`src/rtl/keccakp400_perm_ctrl.sv`:
```
// Iterative round sequencer for Keccak-p[400,nr]: owns the state register, drives the
// external combinational round stage one round per clock and hands results out via valid/ready.
module keccakp400_perm_ctrl #(
  parameter int STATE_W    = 400,
  parameter int MAX_ROUNDS = 20
) (
  input  logic               clk,
  input  logic               rst,
  input  logic [STATE_W-1:0] in_state_di,
  input  logic [4:0]         in_rounds_di,
  input  logic               in_valid_di,
  output logic               in_ready_do,
  output logic [STATE_W-1:0] out_state_do,
  output logic               out_valid_do,
  input  logic               out_ready_di,
  output logic               busy_do,
  output logic [STATE_W-1:0] rnd_state_do,
  output logic [4:0]         rnd_round_do,
  input  logic [STATE_W-1:0] rnd_state_di
);

  localparam logic [4:0] MAX_RND = 5'(MAX_ROUNDS);

  typedef enum logic [1:0] {
    IDLE = 2'd0,
    RUN  = 2'd1,
    DONE = 2'd2
  } fsm_t;

  fsm_t               fsm_p0;
  fsm_t               fsm_nxt;
  logic [STATE_W-1:0] perm_p0;
  logic [4:0]         cnt_p0;
  logic [4:0]         rounds_sat;
  logic               load;

  // Requests above the RC table depth saturate to a full-length permutation.
  function automatic logic [4:0] sat_rounds(input logic [4:0] nr);
    return (nr > MAX_RND) ? MAX_RND : nr;
  endfunction

  assign rounds_sat = sat_rounds(in_rounds_di);
  assign load       = (fsm_p0 == IDLE) && in_valid_di;

  always_ff @(posedge clk) begin
    if (rst) fsm_p0 <= IDLE;
    else     fsm_p0 <= fsm_nxt;
  end

  always_comb begin
    fsm_nxt = fsm_p0;
    case (fsm_p0)
      IDLE: if (in_valid_di) fsm_nxt = (rounds_sat == 5'd0) ? DONE : RUN;
      RUN:  if (cnt_p0 == 5'd1) fsm_nxt = DONE;
      DONE: if (out_ready_di) fsm_nxt = IDLE;
      default: fsm_nxt = IDLE;
    endcase
  end

  always_comb begin
    in_ready_do  = (fsm_p0 == IDLE);
    busy_do      = (fsm_p0 == RUN);
    out_valid_do = (fsm_p0 == DONE);
    // Index 0 is outside the round stage's RC table, so idle cycles park it at the top.
    rnd_round_do = (fsm_p0 == RUN) ? cnt_p0 : MAX_RND;
  end

  // Stage p0: state register and remaining-round counter.
  always_ff @(posedge clk) begin
    if (rst) begin
      perm_p0 <= '0;
      cnt_p0  <= '0;
    end else if (load) begin
      perm_p0 <= in_state_di;
      cnt_p0  <= rounds_sat;
    end else if (fsm_p0 == RUN) begin
      perm_p0 <= rnd_state_di;
      cnt_p0  <= cnt_p0 - 5'd1;
    end
  end

  assign rnd_state_do = perm_p0;
  assign out_state_do = perm_p0;

endmodule

```
`config.mk`:
```
export PLATFORM = sky130hd
export DESIGN_NAME = keccakp400_perm_ctrl
export DESIGN_NICKNAME = d
export VERILOG_FILES = /design/src/rtl/keccakp400_perm_ctrl.sv
export SDC_FILE = /design/constraint.sdc
export NUM_CORES = 1
export LEC_CHECK = 0
export BUFFER_PORTS_ARGS = -buffer_cell sky130_fd_sc_hd__buf_2
export CAP_MARGIN = 20
export CELL_PAD_IN_SITES_DETAIL_PLACEMENT = 0
export CELL_PAD_IN_SITES_GLOBAL_PLACEMENT = 1
export CORE_AREA = 8 8 621 623
export DETAILED_ROUTE_END_ITERATION = 10
export DIE_AREA = 0 0 629 631
export PLACE_DENSITY_LB_ADDON = 0.2
export SYNTH_ARGS = -nofsm -noshare
export SYNTH_HDL_FRONTEND = slang
export SYNTH_SLANG_ARGS = --single-unit
```
`constraint.sdc`:
```
create_clock -name clk -period 3.1 [get_ports clk]
set_input_delay 0.155 -clock clk [delete_from_list [all_inputs] [get_ports clk]]
set_output_delay 0.155 -clock clk [all_outputs]
set_load 0.01 [all_outputs]
```
==> reports/results.ini, run 1 <==
[status]
status=finished clean

[yosys]
ys.flop_type=dfxtp_1
yosys_warnings=0
ys_top_cells_by_count=nor2_1 (1209), buf_4 (428), dfxtp_1 (407)
yosys.cell_types.count=32
synth_top_area_frac=0.358
syn_inst=3128
yosysSeqAreaShare=0.358
synth_top_area_cell=dfxtp_1
synth.most_common_cell=nor2_1
syn-cell-area_um2=22800
avgSynthCellArea_um2=7.27
synth_edf_count=0
ys_async_sr_fraction=0
synth_fp_nets=3939
ys_ff_latch=407
yosys-top-cells-area=dfxtp_1 (36%), nor2_1 (20%), a2bb2oi_1 (15%)

[finish]
drive_gt1_frac=0.354
nets=5859
synthToLayoutAreaGrowth_pct=96.6
fill_cells=44343

[hold_path]
min_path_cells=5
min_from=in_state_di[371]
worstHoldPathType=primary input to register

[clocking]
clk_pin_slew_ns=0.06
cts_tree=yes
insertion_delay_ns=0.80
cts.sink_count=407
cts_buffer_depth=4
htreeDepth=3
cts_made_buffers=73
cts_root_buf=clkbuf_16

[sta]
fin_crit_ns=2.93
slew_viol_final=0
max_freq_mhz=341
hold_viol_final=0
period_share=0.946
worst_pin_slew_ns=0.818
finalSetupViolCount=0
rsz0062_at_grt=no
setup_tns_ns=0
finalClockSkew_ns=0.0738
relSlewSlack=0.455

[worst_setup_path]
startpoint_type=register
regToRegStartpoint=fsm_p0[0]$_SDFFE_PP0P_
crit_start=fsm_p0[0]$_SDFFE_PP0P_
critPathArrivalTime_ns=3.61
cp-end-kind=register
ff2ff_path_depth=9
cp.required_ns=3.78
cp_max_fo=50
path_class=register to register

[drt]
drt_iter0_markers=1728
wl_mm=294
via_per_inst=3.03
wire_per_inst_um=28.9
vias=30792
firstDrtPassIters=5
drc=0
drt.antenna.violating_nets=0

[floorplan]
ios=1617
die_h_um=631
num_rows=226
core_area_um2=377000
start_util=0.0604
dieArea_um2=397000
die_w_um=629

[power]
ir_worst_vdd_v=0.000299
p_leak_nw=20.0
power_density_nw_per_um2=576
power_w=0.0258

[global_routing]
grt_pass1_vias=32365
grt_pass1_wl_mm=368
grt_antenna_before_repair=100
grt_overflow=0
grt_max_degree=96
track_usage=0.141

[job]
maxCapViolCount=0

[placement]
place.gp.congestion=0.826
hpwl_mm=255
portBuffers=1616

## power by group
group,internal (W),leakage [nW],switching (W)
Clock,0.00554,1.21,0.00337
Sequential,0.00596,3.39,0.000997
Combinational,0.00380,15.4,0.00612
Total,0.0153,20.0,0.0105
## registers in the layout (all words and copies together) (netlist names)
name / flops
cnt_p0: 5
fsm_p0: 2
out_state_do: 400
## per-stage QoR
| stage | utilization | hold slack [ns] | worst slack, ns | cells | cell area (um^2) |
|---|---|---|---|---|---|
| floorplan | - | 0.310 | 1.79 | 3128 | 22800 |
| global placement | 0.0898 | 0.439 | 0.881 | 9165 | 33800 |
| detailed placement | 0.0898 | 0.457 | 0.860 | 9165 | 33800 |
| CTS | 0.118 | 0.0142 | 0.0128 | 10110 | 44500 |
| global route | 0.119 | 0.0644 | 0.00481 | 10153 | 44700 |
| finish | 0.119 | 0.0760 | 0.166 | 10173 | 44700 |
## final cells by class
type,instances,area (um^2),area share
clock inverter,19,380,0.00850
multi-input combinational,2047,10300,0.231
antenna,60,150,0.00336
inverter,6,35.0,0.000783
timing repair buffer,2513,17300,0.387
clock buffer,105,2110,0.0471
sequential,407,8160,0.182
tap,5016,6280,0.140
## repair_timing
item / in CTS / in global routing
setup buffers: 0 / 3
endpoints found under the hold margin: 406 / 0
endpoints found under the setup margin: 0 / 7
hold buffers: 821 / 0
resized for setup: 0 / 2
## worst paths after layout
path / to / slack [ns]
worst max-delay path: out_state_do[255]$_SDFFE_PP0P_ / 0.17
worst min register to register: out_state_do[262]$_SDFFE_PP0P_ / 0.51
worst max register to register: out_state_do[255]$_SDFFE_PP0P_ / 0.17
worst min-delay path: out_state_do[371]$_SDFFE_PP0P_ / 0.08
## routing by layer
| layer | GRT usage | part of all wire | up-vias |
|---|---|---|---|
| met5 | 0 | 0.00086 | - |
| met4 | 0.0266 | 0.021 | 38 |
| met3 | 0.0796 | 0.13 | 254 |
| met2 | 0.254 | 0.50 | 1304 |
| met1 | 0.142 | 0.35 | 15163 |
| li1 | - | - | 14033 |
## worst max-delay path: stages (launching register included)
cell and delay [ns]:
dfxtp_4 0.51, buf_12 0.16, buf_12 0.23, buf_4 0.25, nor2_1 0.06, a2bb2oi_1 0.21, dlygate4sd3_1 0.62, nor2_1 0.05
nor3_1 0.17, dlygate4sd3_1 0.56
## placed cells by master, fill, tap and decap left out, types with 3 or more instances in the layout
cell              n
a21oi_1           4
a2bb2oi_1       400
buf_12           32
buf_2          1614
buf_4            42
buf_8             3
bufinv_16        10
clkbuf_1         17
clkbuf_16        74
clkbuf_8         14
clkinv_4          3
dfxtp_1         405
diode_2          60
dlygate4sd3_1   821
inv_1             5
nand2_1           4
nand2b_1          3
nor2_1         1209
nor3_1          402
## kinds of logic (layout without fill, tap and decap cells)
family                   Yosys count  count (layout)  synth area share
other                              0              60                 0
flip-flops                       407             407             0.358
XOR/XNOR                           2               2          0.000770
buffers and inverters            674            2643             0.189
adder cells (fa/ha/maj)            2               2           0.00110
AND/OR/NAND/NOR                 1629            1629             0.293
AO/OA/AOI/OAI                    414             414             0.159
(Power assumes the default switching activity.)
==> run 2, diff against run 1 <==
--- a/config.mk
+++ b/config.mk
@@ -12,6 +12,7 @@
 export CORE_AREA = 8 8 621 623
 export DETAILED_ROUTE_END_ITERATION = 10
 export DIE_AREA = 0 0 629 631
+export HOLD_SLACK_MARGIN = 0.1
 export PLACE_DENSITY_LB_ADDON = 0.2
 export SYNTH_ARGS = -nofsm -noshare
 export SYNTH_HDL_FRONTEND = slang
==> run 2 against run 1 <==
Global-route usage barely moved. Core utilization barely moved. First-iteration DRC count rose by 0.23%. Sequential power barely moved. Largest power group unchanged. Register-to-register slack barely moved. Largest cell class unchanged. Clock power barely moved. Via count barely moved. Non-clock buffer count rose by 6.
==> reports/results.ini, run 2 (synthesis gave the netlist of run 1 again) <==
[global_routing]
grt.busiest_layer=met2
use_met3=0.0795
track_usage=0.141
grt_pass1_vias=32392
grt_pass1_wl_mm=368
met1_usage=0.142
use_met2=0.254
grt_overflow=0
grt_max_degree=96
grt_antenna_before_repair=100

[floorplan]
ios=1617
num_rows=226
die_h_um=631
start_util=0.0604
dieArea_um2=397000
core_area_um2=377000
die_w_um=629

[worst_setup_path]
slowest_stage=dlygate4sd3_1
cp_max_fo=50
cp_cell_sequence=buf_12, buf_12, buf_4, nor2_1, a2bb2oi_1, dlygate4sd3_1, nor2_1, nor3_1, dlygate4sd3_1
reg2reg_slack_ns=0.15
cp_num_buf_inv=5
path_class=register to register
crit_cells=9
ff2ff_path_depth=9
max_stage_delay_ns=0.63
r2r-end=out_state_do[255]$_SDFFE_PP0P_
cp_top_family=buffers and inverters
crit_start=fsm_p0[0]$_SDFFE_PP0P_
cp.required_ns=3.78
critPathArrivalTime_ns=3.62
startpoint_type=register
cp-end-kind=register
regToRegStartpoint=fsm_p0[0]$_SDFFE_PP0P_
endpoint=out_state_do[255]$_SDFFE_PP0P_

[drt]
drt.antenna.violating_nets=0
wl_mm=294
firstDrtPassIters=5
drc=0
wire_per_inst_um=28.9
vias=30762
via_per_inst=3.02
drt_iter0_markers=1732

[finish]
mostFrequentLayoutCells=buf_2 (1614), nor2_1 (1209), dlygate4sd3_1 (827), dfxtp_1 (405), nor3_1 (402)
largest_register_ffs=400
mostFrequentLayoutCell=buf_2
synthToLayoutAreaGrowth_pct=96.8
layoutNonFillerInstCount=10178
drive_gt1_frac=0.354
nets=5865

[power]
p_leak_nw=20.0
ir_worst_vdd_v=0.000298
power_density_nw_per_um2=576
power_w=0.0258

[clocking]
cts_buffer_depth=4
cts_tree=yes
cts_made_buffers=73
htreeDepth=3
cts_root_buf=clkbuf_16
clk_pin_slew_ns=0.06
insertion_delay_ns=0.80
cts.sink_count=407

[sta]
max_freq_mhz=339
setup_tns_ns=0
worst_pin_slew_ns=0.816
finalSetupViolCount=0
relSlewSlack=0.456
rsz0062_at_grt=no
slew_viol_final=0
period_share=0.950
fin_crit_ns=2.95
finalClockSkew_ns=0.0762
hold_viol_final=0

[hold_path]
min_path_cells=5
worstHoldPathType=primary input to register

[status]
status=finished clean

[placement]
place.gp.congestion=0.826
dp.cells=9165
portBuffers=1616
hpwl_mm=255

[job]
maxCapViolCount=0

[run 2: changes by cell type in the layout (fill, tap and decap cells not counted), sizes merged]
cell / delta
dlygate4sd3: +6
diode: -1
[run 2: final cells by class]
class	instances	area, um^2
Fill cell	44338	332000
Timing Repair Buffer	2519	17400
Multi-Input combinational cell	2047	10300
Sequential cell	407	8160
Tap cell	5016	6280
Clock buffer	105	2110
Clock inverter	19	380
Antenna cell	59	148
Inverter	6	35.0
[run 2: layer usage]
layer	vias up	share of wire	routed length [um]
met3	254	0.13	37900
met1	15153	0.35	102000
met4	38	0.021	6120
met5	-	0.00086	253
met2	1268	0.50	148000
li1	14049	-	-
[run 2: stage by stage]
step | util | setup slack (ns) | hold slack, ns | cell area, um^2
6_report | 0.119 | 0.154 | 0.215 | 44800
5_1_grt | 0.119 | 0.00481 | 0.151 | 44700
4_1_cts | 0.118 | 0.0128 | 0.103 | 44600
3_5_place_dp | 0.0898 | 0.860 | 0.457 | 33800
3_3_place_gp | 0.0898 | 0.881 | 0.439 | 33800
2_1_floorplan | - | 1.79 | 0.310 | 22800
[run 2: tightest hold or removal path: stages]
cell and delay (ns):
buf_2 0.08, nor2_1 0.04, a2bb2oi_1 0.26, nor2_1 0.18, nor3_1 0.19
[run 2: worst min path at each step]
stage	endpoint	from	slack [ns]
2_1_floorplan	cnt_p0[1]$_SDFFE_PP0P_	in_rounds_di[1]	0.31
3_3_place_gp	cnt_p0[1]$_SDFFE_PP0P_	in_rounds_di[1]	0.44
3_5_place_dp	cnt_p0[0]$_SDFFE_PP0P_	in_rounds_di[0]	0.46
4_1_cts	out_state_do[262]$_SDFFE_PP0P_	in_state_di[262]	0.10
5_1_grt	out_state_do[262]$_SDFFE_PP0P_	in_state_di[262]	0.15
6_report	out_state_do[262]$_SDFFE_PP0P_	in_state_di[262]	0.21
[run 2: what timing repair did]
action,CTS,global route
endpoints found under the hold margin,407,0
hold buffers,827,0
setup buffers,0,3
setup endpoints to repair,0,7
resized for setup,0,2
[run 2: power by group]
group          internal [W]  switching [W]
Sequential          0.00596       0.000996
Combinational       0.00380        0.00611
Clock               0.00554        0.00337
